**src/rtl/flex_cnt_pkg.sv**
```systemverilog
// flex_cnt_pkg
//   Shared types and helpers for the flex_mode_counter block.
//   mode_t       : terminal behaviour selected by the 2-bit mode input
//   decode_mode  : maps the raw mode bits onto mode_t. The reserved encoding
//                  behaves exactly like WRAP.
package flex_cnt_pkg;

  localparam int unsigned MODE_BITS = 2;

  typedef enum logic [MODE_BITS-1:0] {
    MODE_WRAP    = 2'b00,
    MODE_SAT     = 2'b01,
    MODE_ONESHOT = 2'b10,
    MODE_RSVD    = 2'b11
  } mode_t;

  function automatic mode_t decode_mode(input logic [MODE_BITS-1:0] raw);
    mode_t m;
    case (raw)
      2'b01:   m = MODE_SAT;
      2'b10:   m = MODE_ONESHOT;
      default: m = MODE_WRAP;
    endcase
    return m;
  endfunction

endpackage

```
**src/rtl/flex_cnt_next.sv**
```systemverilog
// flex_cnt_next
//   Purely combinational next-state logic for flex_mode_counter.
//   Inputs : count_i (current count), done_i (current sticky done),
//            clear_i / load_i / count_enable_i commands, up_down_i direction,
//            load_val_i, rollover_val_i, mode_i (raw 2-bit mode)
//   Outputs: count_o, rollover_flag_o, wrap_pulse_o, done_o -- the values the
//            top-level registers capture on the next rising clock edge.
module flex_cnt_next #(
  parameter int unsigned NUM_CNT_BITS = 4
) (
  input  logic [NUM_CNT_BITS-1:0] count_i,
  input  logic                    done_i,
  input  logic                    clear_i,
  input  logic                    load_i,
  input  logic                    count_enable_i,
  input  logic                    up_down_i,
  input  logic [NUM_CNT_BITS-1:0] load_val_i,
  input  logic [NUM_CNT_BITS-1:0] rollover_val_i,
  input  logic [1:0]              mode_i,
  output logic [NUM_CNT_BITS-1:0] count_o,
  output logic                    rollover_flag_o,
  output logic                    wrap_pulse_o,
  output logic                    done_o
);

  import flex_cnt_pkg::*;

  localparam logic [NUM_CNT_BITS-1:0] CNT_ONE = NUM_CNT_BITS'(1);

  mode_t                   mode;
  logic [NUM_CNT_BITS-1:0] terminal;
  logic                    at_term;
  logic                    rv_zero;

  always_comb begin
    mode     = decode_mode(mode_i);
    // Terminal value follows the direction: top of range going up, 1 going down.
    terminal = up_down_i ? rollover_val_i : CNT_ONE;
    rv_zero  = (rollover_val_i == '0);
    at_term  = 1'b0;

    count_o      = count_i;
    wrap_pulse_o = 1'b0;
    done_o       = done_i;

    if (clear_i) begin
      count_o = '0;
      done_o  = 1'b0;
    end else if (load_i) begin
      count_o = load_val_i;
      done_o  = 1'b0;
    end else if (count_enable_i) begin
      if (rv_zero) begin
        // A zero range pins the counter at 0 with every status bit quiet.
        count_o = '0;
        done_o  = 1'b0;
      end else begin
        if (up_down_i) begin
          if (count_i < rollover_val_i) begin
            count_o = count_i + CNT_ONE;
          end else begin
            at_term = 1'b1;
          end
        end else begin
          // Out-of-range counts (0 or above the rollover value) re-enter at
          // the top of the range instead of wrapping through 2**N.
          if ((count_i == '0) || (count_i > rollover_val_i)) begin
            count_o = rollover_val_i;
          end else if (count_i == CNT_ONE) begin
            at_term = 1'b1;
          end else begin
            count_o = count_i - CNT_ONE;
          end
        end

        if (at_term) begin
          case (mode)
            MODE_SAT, MODE_ONESHOT: begin
              count_o = terminal;
            end
            default: begin
              count_o      = up_down_i ? CNT_ONE : rollover_val_i;
              wrap_pulse_o = 1'b1;
            end
          endcase
        end

        // ONESHOT completes as soon as a step lands on the terminal value, so
        // done rises together with the first arrival there and then sticks.
        if ((mode == MODE_ONESHOT) && (count_o == terminal)) begin
          done_o = 1'b1;
        end
      end
    end

    // Flag tracks the value about to be registered, so it lines up with count_out.
    rollover_flag_o = !clear_i && !rv_zero && (count_o == terminal);
  end

endmodule

```
**src/rtl/flex_mode_counter.sv**
```systemverilog
// flex_mode_counter
//   Up/down counter with selectable terminal behaviour (WRAP, SATURATE,
//   ONESHOT). All outputs are registered.
//   clk, n_rst            : clock and asynchronous active-low reset
//   clear, load,
//   count_enable          : commands, priority clear > load > enable > hold
//   up_down               : 1 = count up, 0 = count down
//   load_val              : value written by load
//   rollover_val          : upper terminal value of the range
//   mode                  : 00 WRAP, 01 SATURATE, 10 ONESHOT, 11 as WRAP
//   count_out             : current count
//   rollover_flag         : high while count_out sits at the active terminal
//   wrap_pulse            : one-cycle pulse on each WRAP-mode wrap
//   done                  : sticky ONESHOT completion
module flex_mode_counter #(
  parameter int unsigned NUM_CNT_BITS = 4
) (
  input  logic                    clk,
  input  logic                    n_rst,
  input  logic                    clear,
  input  logic                    count_enable,
  input  logic                    up_down,
  input  logic                    load,
  input  logic [NUM_CNT_BITS-1:0] load_val,
  input  logic [NUM_CNT_BITS-1:0] rollover_val,
  input  logic [1:0]              mode,
  output logic [NUM_CNT_BITS-1:0] count_out,
  output logic                    rollover_flag,
  output logic                    wrap_pulse,
  output logic                    done
);

  logic [NUM_CNT_BITS-1:0] count_d, count_q;
  logic                    rollover_flag_d, rollover_flag_q;
  logic                    wrap_pulse_d, wrap_pulse_q;
  logic                    done_d, done_q;

  flex_cnt_next #(
    .NUM_CNT_BITS(NUM_CNT_BITS)
  ) u_next (
    .count_i        (count_q),
    .done_i         (done_q),
    .clear_i        (clear),
    .load_i         (load),
    .count_enable_i (count_enable),
    .up_down_i      (up_down),
    .load_val_i     (load_val),
    .rollover_val_i (rollover_val),
    .mode_i         (mode),
    .count_o        (count_d),
    .rollover_flag_o(rollover_flag_d),
    .wrap_pulse_o   (wrap_pulse_d),
    .done_o         (done_d)
  );

  always_ff @(posedge clk or negedge n_rst) begin
    if (!n_rst) begin
      count_q         <= '0;
      rollover_flag_q <= 1'b0;
      wrap_pulse_q    <= 1'b0;
      done_q          <= 1'b0;
    end else begin
      count_q         <= count_d;
      rollover_flag_q <= rollover_flag_d;
      wrap_pulse_q    <= wrap_pulse_d;
      done_q          <= done_d;
    end
  end

  assign count_out     = count_q;
  assign rollover_flag = rollover_flag_q;
  assign wrap_pulse    = wrap_pulse_q;
  assign done          = done_q;

endmodule

```
**config.mk**
```make
export PLATFORM = sky130hd
export DESIGN_NAME = flex_mode_counter
export DESIGN_NICKNAME = d
export VERILOG_FILES = /design/src/rtl/flex_cnt_pkg.sv /design/src/rtl/flex_cnt_next.sv /design/src/rtl/flex_mode_counter.sv
export SDC_FILE = /design/constraint.sdc
export NUM_CORES = 1
export LEC_CHECK = 0
export ABC_AREA = 1
export CORE_UTILIZATION = 56
export CTS_BUF_LIST = sky130_fd_sc_hd__clkbuf_2 sky130_fd_sc_hd__clkbuf_4 sky130_fd_sc_hd__clkbuf_8
export CTS_CLUSTER_SIZE = 30
export DETAILED_ROUTE_END_ITERATION = 10
export HOLD_SLACK_MARGIN = 0.1
export PLACE_DENSITY_LB_ADDON = 0.25
export SYNTH_ARGS = -nofsm -noshare
export SYNTH_HDL_FRONTEND = slang
export SYNTH_SLANG_ARGS = --single-unit
```
**constraint.sdc**
```tcl
create_clock -name clk -period 6.2 [get_ports clk]
set_clock_uncertainty 0.2 [all_clocks]
set_input_delay 1.86 -clock clk [delete_from_list [all_inputs] [get_ports clk]]
set_output_delay 1.86 -clock clk [all_outputs]
set_load 0.005 [all_outputs]
```
After elaboration in Yosys (flattened, before gate mapping)
Index checks and enable logic that the tools add are counted.
{ "totals": {"out_inout_bits": 7, "elab_cells": 63, "in_bits": 16, "reg_bits": 7} }
{ "op_classes": {"n_reduce_logical": 12, "magnitude_cmp": 2, "addsub": 2, "n_mux": 36, "eq_ne": 7} }
{ "op_table": {"columns": ["operator", "n"], "rows": [
  ["$mux 4", 16],
  ["$mux 1", 19],
  ["$eq 4x4->1", 2],
  ["$logic_not 4->1", 2],
  ["$add 4x1->4 const B", 1],
  ["$eq 2x1->1 const B", 2],
  ["$eq 2x2->1 const B", 2],
  ["$eq 4x1->1 const B", 1],
  ["$gt 4x4->1", 1],
  ["$lt 4x4->1", 1],
  ["$pmux 2 s2", 1],
  ["$reduce_bool 4->1", 1],
  ["$sub 4x1->4 const B", 1],
  ["$logic_and 1x1->1", 3],
  ["$reduce_bool 3->1", 1],
  ["$logic_not 1->1", 2],
  ["$reduce_and 2->1", 1],
  ["$reduce_or 2->1", 1],
  ["$logic_or 1x1->1", 1]
]} }

Longest topological paths before layout
{ "depth": {"depth_word": 20, "mapped_depth": 20, "ltp_nobuf": 20} }

Cells and area by module
Synthesis repeated with hierarchy kept, for this count alone.
{ "unflattened": {"hier_cells": 174, "area_unflattened_um2": 1118.6} }
{ "by_module_without_submodules": {"columns": ["mod", "area_per_inst_um2", "cells_per_inst", "seq_area_each_um2", "n_inst"], "rows": [
  ["flex_cnt_next", 943.4, 167, 0.0, 1],
  ["flex_mode_counter", 175.2, 7, 175.2, 1]
]} }

Worst setup path after synthesis
OpenSTA, ideal clock, no wires.
{ "synth_path": {"path_kind": "input port to flip-flop", "start": "input port rollover_val[3]", "end": "register rollover_flag_q, in the netlist rollover_flag", "cell_stages": 16, "arrival_ps": 3276, "path_buffers": 0, "setup_ps": 115, "path_slack_ps": 2609, "required_time_ps": 5885, "path_cell_list": "inv_1 > ha_1 > a21oi_1 > nand2_2 > nand2_4 > nand3_2 > nand2_4 > nand3_1 > nand2_1 > nand2_1 > nand2_1 > nand2_1 > nor2_1 > nor2_1 > nand2_1 > nor2_2"} }
{ "synth_via": {"elab_chain_cells": 19, "word_cells_on_any_way": 30, "classes_between": "2 x order compare; 1 x eq/ne; 22 x mux; 5 x reduce/logical"} }
{ "synth_lines": {"columns": ["item", "line_no", "text"], "rows": [
  ["start: declaration", "flex_mode_counter.sv:25", "input logic [NUM_CNT_BITS-1:0] rollover_val,"],
  ["$gt 4x4->1", "flex_cnt_next.sv:67", "if ((count_i == '0) || (count_i > rollover_val_i)) begin"],
  ["$logic_or 1x1->1", "flex_cnt_next.sv:67", null],
  ["$mux 1", "flex_cnt_next.sv:67", null],
  ["$mux 1", "flex_cnt_next.sv:58", "if (up_down_i) begin"],
  ["$mux 1", "flex_cnt_next.sv:53", "if (rv_zero) begin"],
  ["$mux 1", "flex_cnt_next.sv:52", "end else if (count_enable_i) begin"],
  ["$mux 1", "flex_cnt_next.sv:49", "end else if (load_i) begin"],
  ["$mux 1", "flex_cnt_next.sv:46", "if (clear_i) begin"],
  ["[4 not listed]", null, null],
  ["$mux 4", "flex_cnt_next.sv:46", null],
  ["$mux 4", "flex_cnt_next.sv:53", null],
  ["$mux 4", "flex_cnt_next.sv:52", null],
  ["$mux 4", "flex_cnt_next.sv:49", null],
  ["$mux 4", "flex_cnt_next.sv:46", null],
  ["$eq 4x4->1", "flex_cnt_next.sv:97", "rollover_flag_o = !clear_i && !rv_zero && (count_o == terminal);"],
  ["$logic_and 1x1->1 *", "flex_cnt_next.sv:97", null],
  ["named net rollover_flag_d", "flex_mode_counter.sv:34", "logic rollover_flag_d, rollover_flag_q;"],
  ["end signal: assignment", "flex_mode_counter.sv:64", "rollover_flag_q <= rollover_flag_d;"],
  ["end: declaration", "flex_mode_counter.sv:34", null]
]} }
Mark *: on every way through the listed nets, which the timed path passes. The rest lies on a longest branch. The select of a mux whose other input is x is not followed.
A chain may end at the register's enable or synchronous reset.

Worst setup path after layout
Ends and elaborated chain as after synthesis.

==> impl_metrics.yaml <==
synthesis:
  synthSimpleGateAreaFrac_pct: 49.8
  synthCells: 172
  synth_top_family_by_area: "simple AND/OR/NAND/NOR gates"
  synth.most_common_cell: "nand2_1"
  synth_cell_types: 22
  syn_nets: 197
  synth_area_leader_cell: "nand2_1"
  async_reset_ff_share_pct: 100
  ys_top_cells_by_count: "nand2_1, inv_1, nand3_1"
  synth_edf_count: 0
  yosysSeqAreaShare_pct: 17.3
  synthXorXnorAreaFrac_pct: 2.60
  synth_area_leaders: "nand2_1, dfrtp_1, nand3_1"
  synthAdderAreaFrac_pct: 11.1
  avgSynthCellArea_sq_um: 5.88
  synth_compound_area_share_pct: 7.18
  ys_seq_elements: 7
  synth_mux_area_share_pct: 0
  synth_warnings: 0
  netlist_area_sq_mm: 0.00101
  synth_top_area_share_pct: 19.7
  ys.flop_type: "dfrtp_1"
layout:
  final_nets: 223
  fin_cells: 221
  area_growth_pct: 27.2
  fin_util_pct: 80.7
  final_area_sq_mm: 0.00129
  drive_gt1_share_pct: 8.63
  antenna_cells: 0
floorplan:
  dieArea_sq_mm: 0.00198
  num_io_pins: 23
  placementRows: 14
  core_area_sq_mm: 0.00159
  fp.dieH_um: 44.5
  die_w_um: 44.5
  start_util_pct: 63.4
placed_design:
  finalWeightedCongestion: 0.968
  place_inst: 217
  placed_area_sq_mm: 0.00126
  portBuffers: 22
  hpwl_mm: 2.23
critical_path:
  cp-start-kind: "primary input"
  critPathRequiredTime_ns: 6.14
  crit_chain: "clkdlybuf4s50_1 > inv_1 > ha_1 > a21oi_1 > nand2_2 > nand2_4 > nand3_2 > nand2_4 > nand3_1 > nand2_1 > nand2_1 > nand2_1 > nand2_1 > nor2_1 > nor2_1 > nand2_1 > nor2_2"
  crit_top_cell: "nand2_1"
  r2r-end: "rollover_flag$_DFF_PN0_"
  arrival_ns: 4.14
  ff2ff_path_depth: 20
  cp_top_family: "simple AND/OR/NAND/NOR gates"
  criticalPathCategory: "primary input to flop"
  rrSetupSlack_ns: 3.58
  cp-end-kind: "flop"
  crit_slowest_cell: "clkdlybuf4s50_1"
  worstReg2RegStart: "count_out[0]$_DFF_PN0_"
  crit_fanout: 7
  slowest_delay_ns: 0.55
  crit_buf_inv: 2
power:
  power_leakage_nw: 0.711
  switchingPower_mw: 0.0821
  intPower_mw: 0.118
  seq_power_share_pct: 27.1
  power_density_mw_per_mm2: 156
  netSwitchingFraction_pct: 41.0
  irDropWorstVdd_v: 0.0000761
  comb_power_share_pct: 50.0
  power.share.clock_pct: 23.0
route:
  route.vias.total: 1174
  drc_errors: 0
  drtPass1Iterations: 5
  wirelength_mm: 2.69
  wl_per_cell_um: 12.2
  via_per_inst: 5.31
  drt.antenna.violating_nets: 0
  drt-initial-drc-count: 79
global_routing:
  grt_pass1_vias: 1107
  grt_overflow: 0
  grt_pass1_wl_mm: 4.71
  grt_max_degree: 13
  antenna_found_initial: 0
  grt_usage_pct: 31.9
worst_hold_path:
  worstHoldEndpoint: "done$_DFFE_PN0P_"
  min_from: "done$_DFFE_PN0P_"
  min_path_type: "flop to flop"
  holdPathStages: 2
clocking:
  clock_latency_ns: 0.25
  ctsResizeCount: 0
  numCtsBuffers: 3
  clock-sinks: 7
  clock_path_buffers: 2
  clock-root-buffer: "clkbuf_4"
  clk_pin_slew_ns: 0.05
  cts_tree: "done"
  htree_levels: 1
  post-cts-setup-buffers: 0
  postCtsHoldBufs: 0
sta:
  drv_slew: 0
  hold_violations: 0
  setup_tns_ns: 0
  relSlewSlack_pct: 65.6
  min_period_ns: 4.20
  fmaxAchievable_ghz: 0.238
  tightest_slew_ns: 0.512
  finalCritPeriodShare_pct: 67.7
  rsz0062_at_grt: "false"
  finalSetupViolations: 0
job:
  cap_violations: 0
status:
  status: "finished clean"
-- placed cells by master (no fill, tap or decap), types with 4 or more instances in the layout --
cell type	count
a21oi_1	4
dfrtp_1	7
inv_2	4
nand2_1	53
nand3_2	4
inv_1	27
clkdlybuf4s50_1	22
a22oi_1	4
ha_1	9
nand3_1	27
nor2_1	16
clkbuf_4	4
-- power by group through the flow --
stage	clock network [mW]	logic [mW]	registers, mW
after detailed placement	0	0.0985	0.0549
after floorplan	0	0.0665	0.0530
after global routing	0.0494	0.114	0.0546
after global placement	0	0.0953	0.0546
after CTS	0.0473	0.0990	0.0541
final	0.0460	0.100	0.0542
-- worst min-delay path, delay by kind of cell, from the launching register on --
kind | cells | cell delay (ns)
AO/OA/AOI/OAI | 1 | 0.05
flip-flops | 1 | 0.38
buffers and inverters | 1 | 0.05
-- flip-flops by register name, indices dropped and copies added (netlist names) --
register / cells
rollover_flag: 1
wrap_pulse: 1
count_out: 4
done: 1
-- metal layers --
layer | vias to the layer above | track usage [%] | part of all wire (%)
met2 | 61 | 51.2 | 48
li1 | 602 | - | -
met3 | 4 | 4.49 | 7.2
met4 | 0 | 12.1 | 1.0
met5 | - | 0 | 0
met1 | 507 | 42.9 | 44
-- worst max path at each step --
stage | from | endpoint | slack [ns] | cells past startpoint
global placement | rollover_val[3] | rollover_flag$_DFF_PN0_ | 1.85 | 17
detailed placement | rollover_val[2] | rollover_flag$_DFF_PN0_ | 1.78 | 20
global route | rollover_val[1] | rollover_flag$_DFF_PN0_ | 1.72 | 20
floorplan | rollover_val[3] | rollover_flag$_DFF_PN0_ | 2.61 | 16
finish | rollover_val[3] | rollover_flag$_DFF_PN0_ | 2.00 | 17
CTS | rollover_val[2] | rollover_flag$_DFF_PN0_ | 2.04 | 20
-- logic make-up after synthesis --
family	after synthesis
DFF	7
AOI/OAI and AO/OA	12
and+or+nand+nor	109
adders and majority gates	9
xor gates and xnor gates	3
buffers and inverters	32
-- layout make-up --
type	instances	area (sq um)
well taps	24	30.0
multi-input cells	133	714
inverters	31	116
fillers	109	308
clock buffers	4	30.0
repair buffers	22	220
flip-flops and latches	7	175
-- metrics by stage --
step / power (mW) / hold WS, ns / setup WS [ns]
final: 0.200 / 0.316 / 2.00
after global routing: 0.218 / 0.344 / 1.72
after CTS: 0.200 / 0.319 / 2.04
after detailed placement: 0.153 / 0.311 / 1.78
after global placement: 0.150 / 0.300 / 1.85
after floorplan: 0.120 / 0.310 / 2.61
Power figures use the tool's default switching activity.
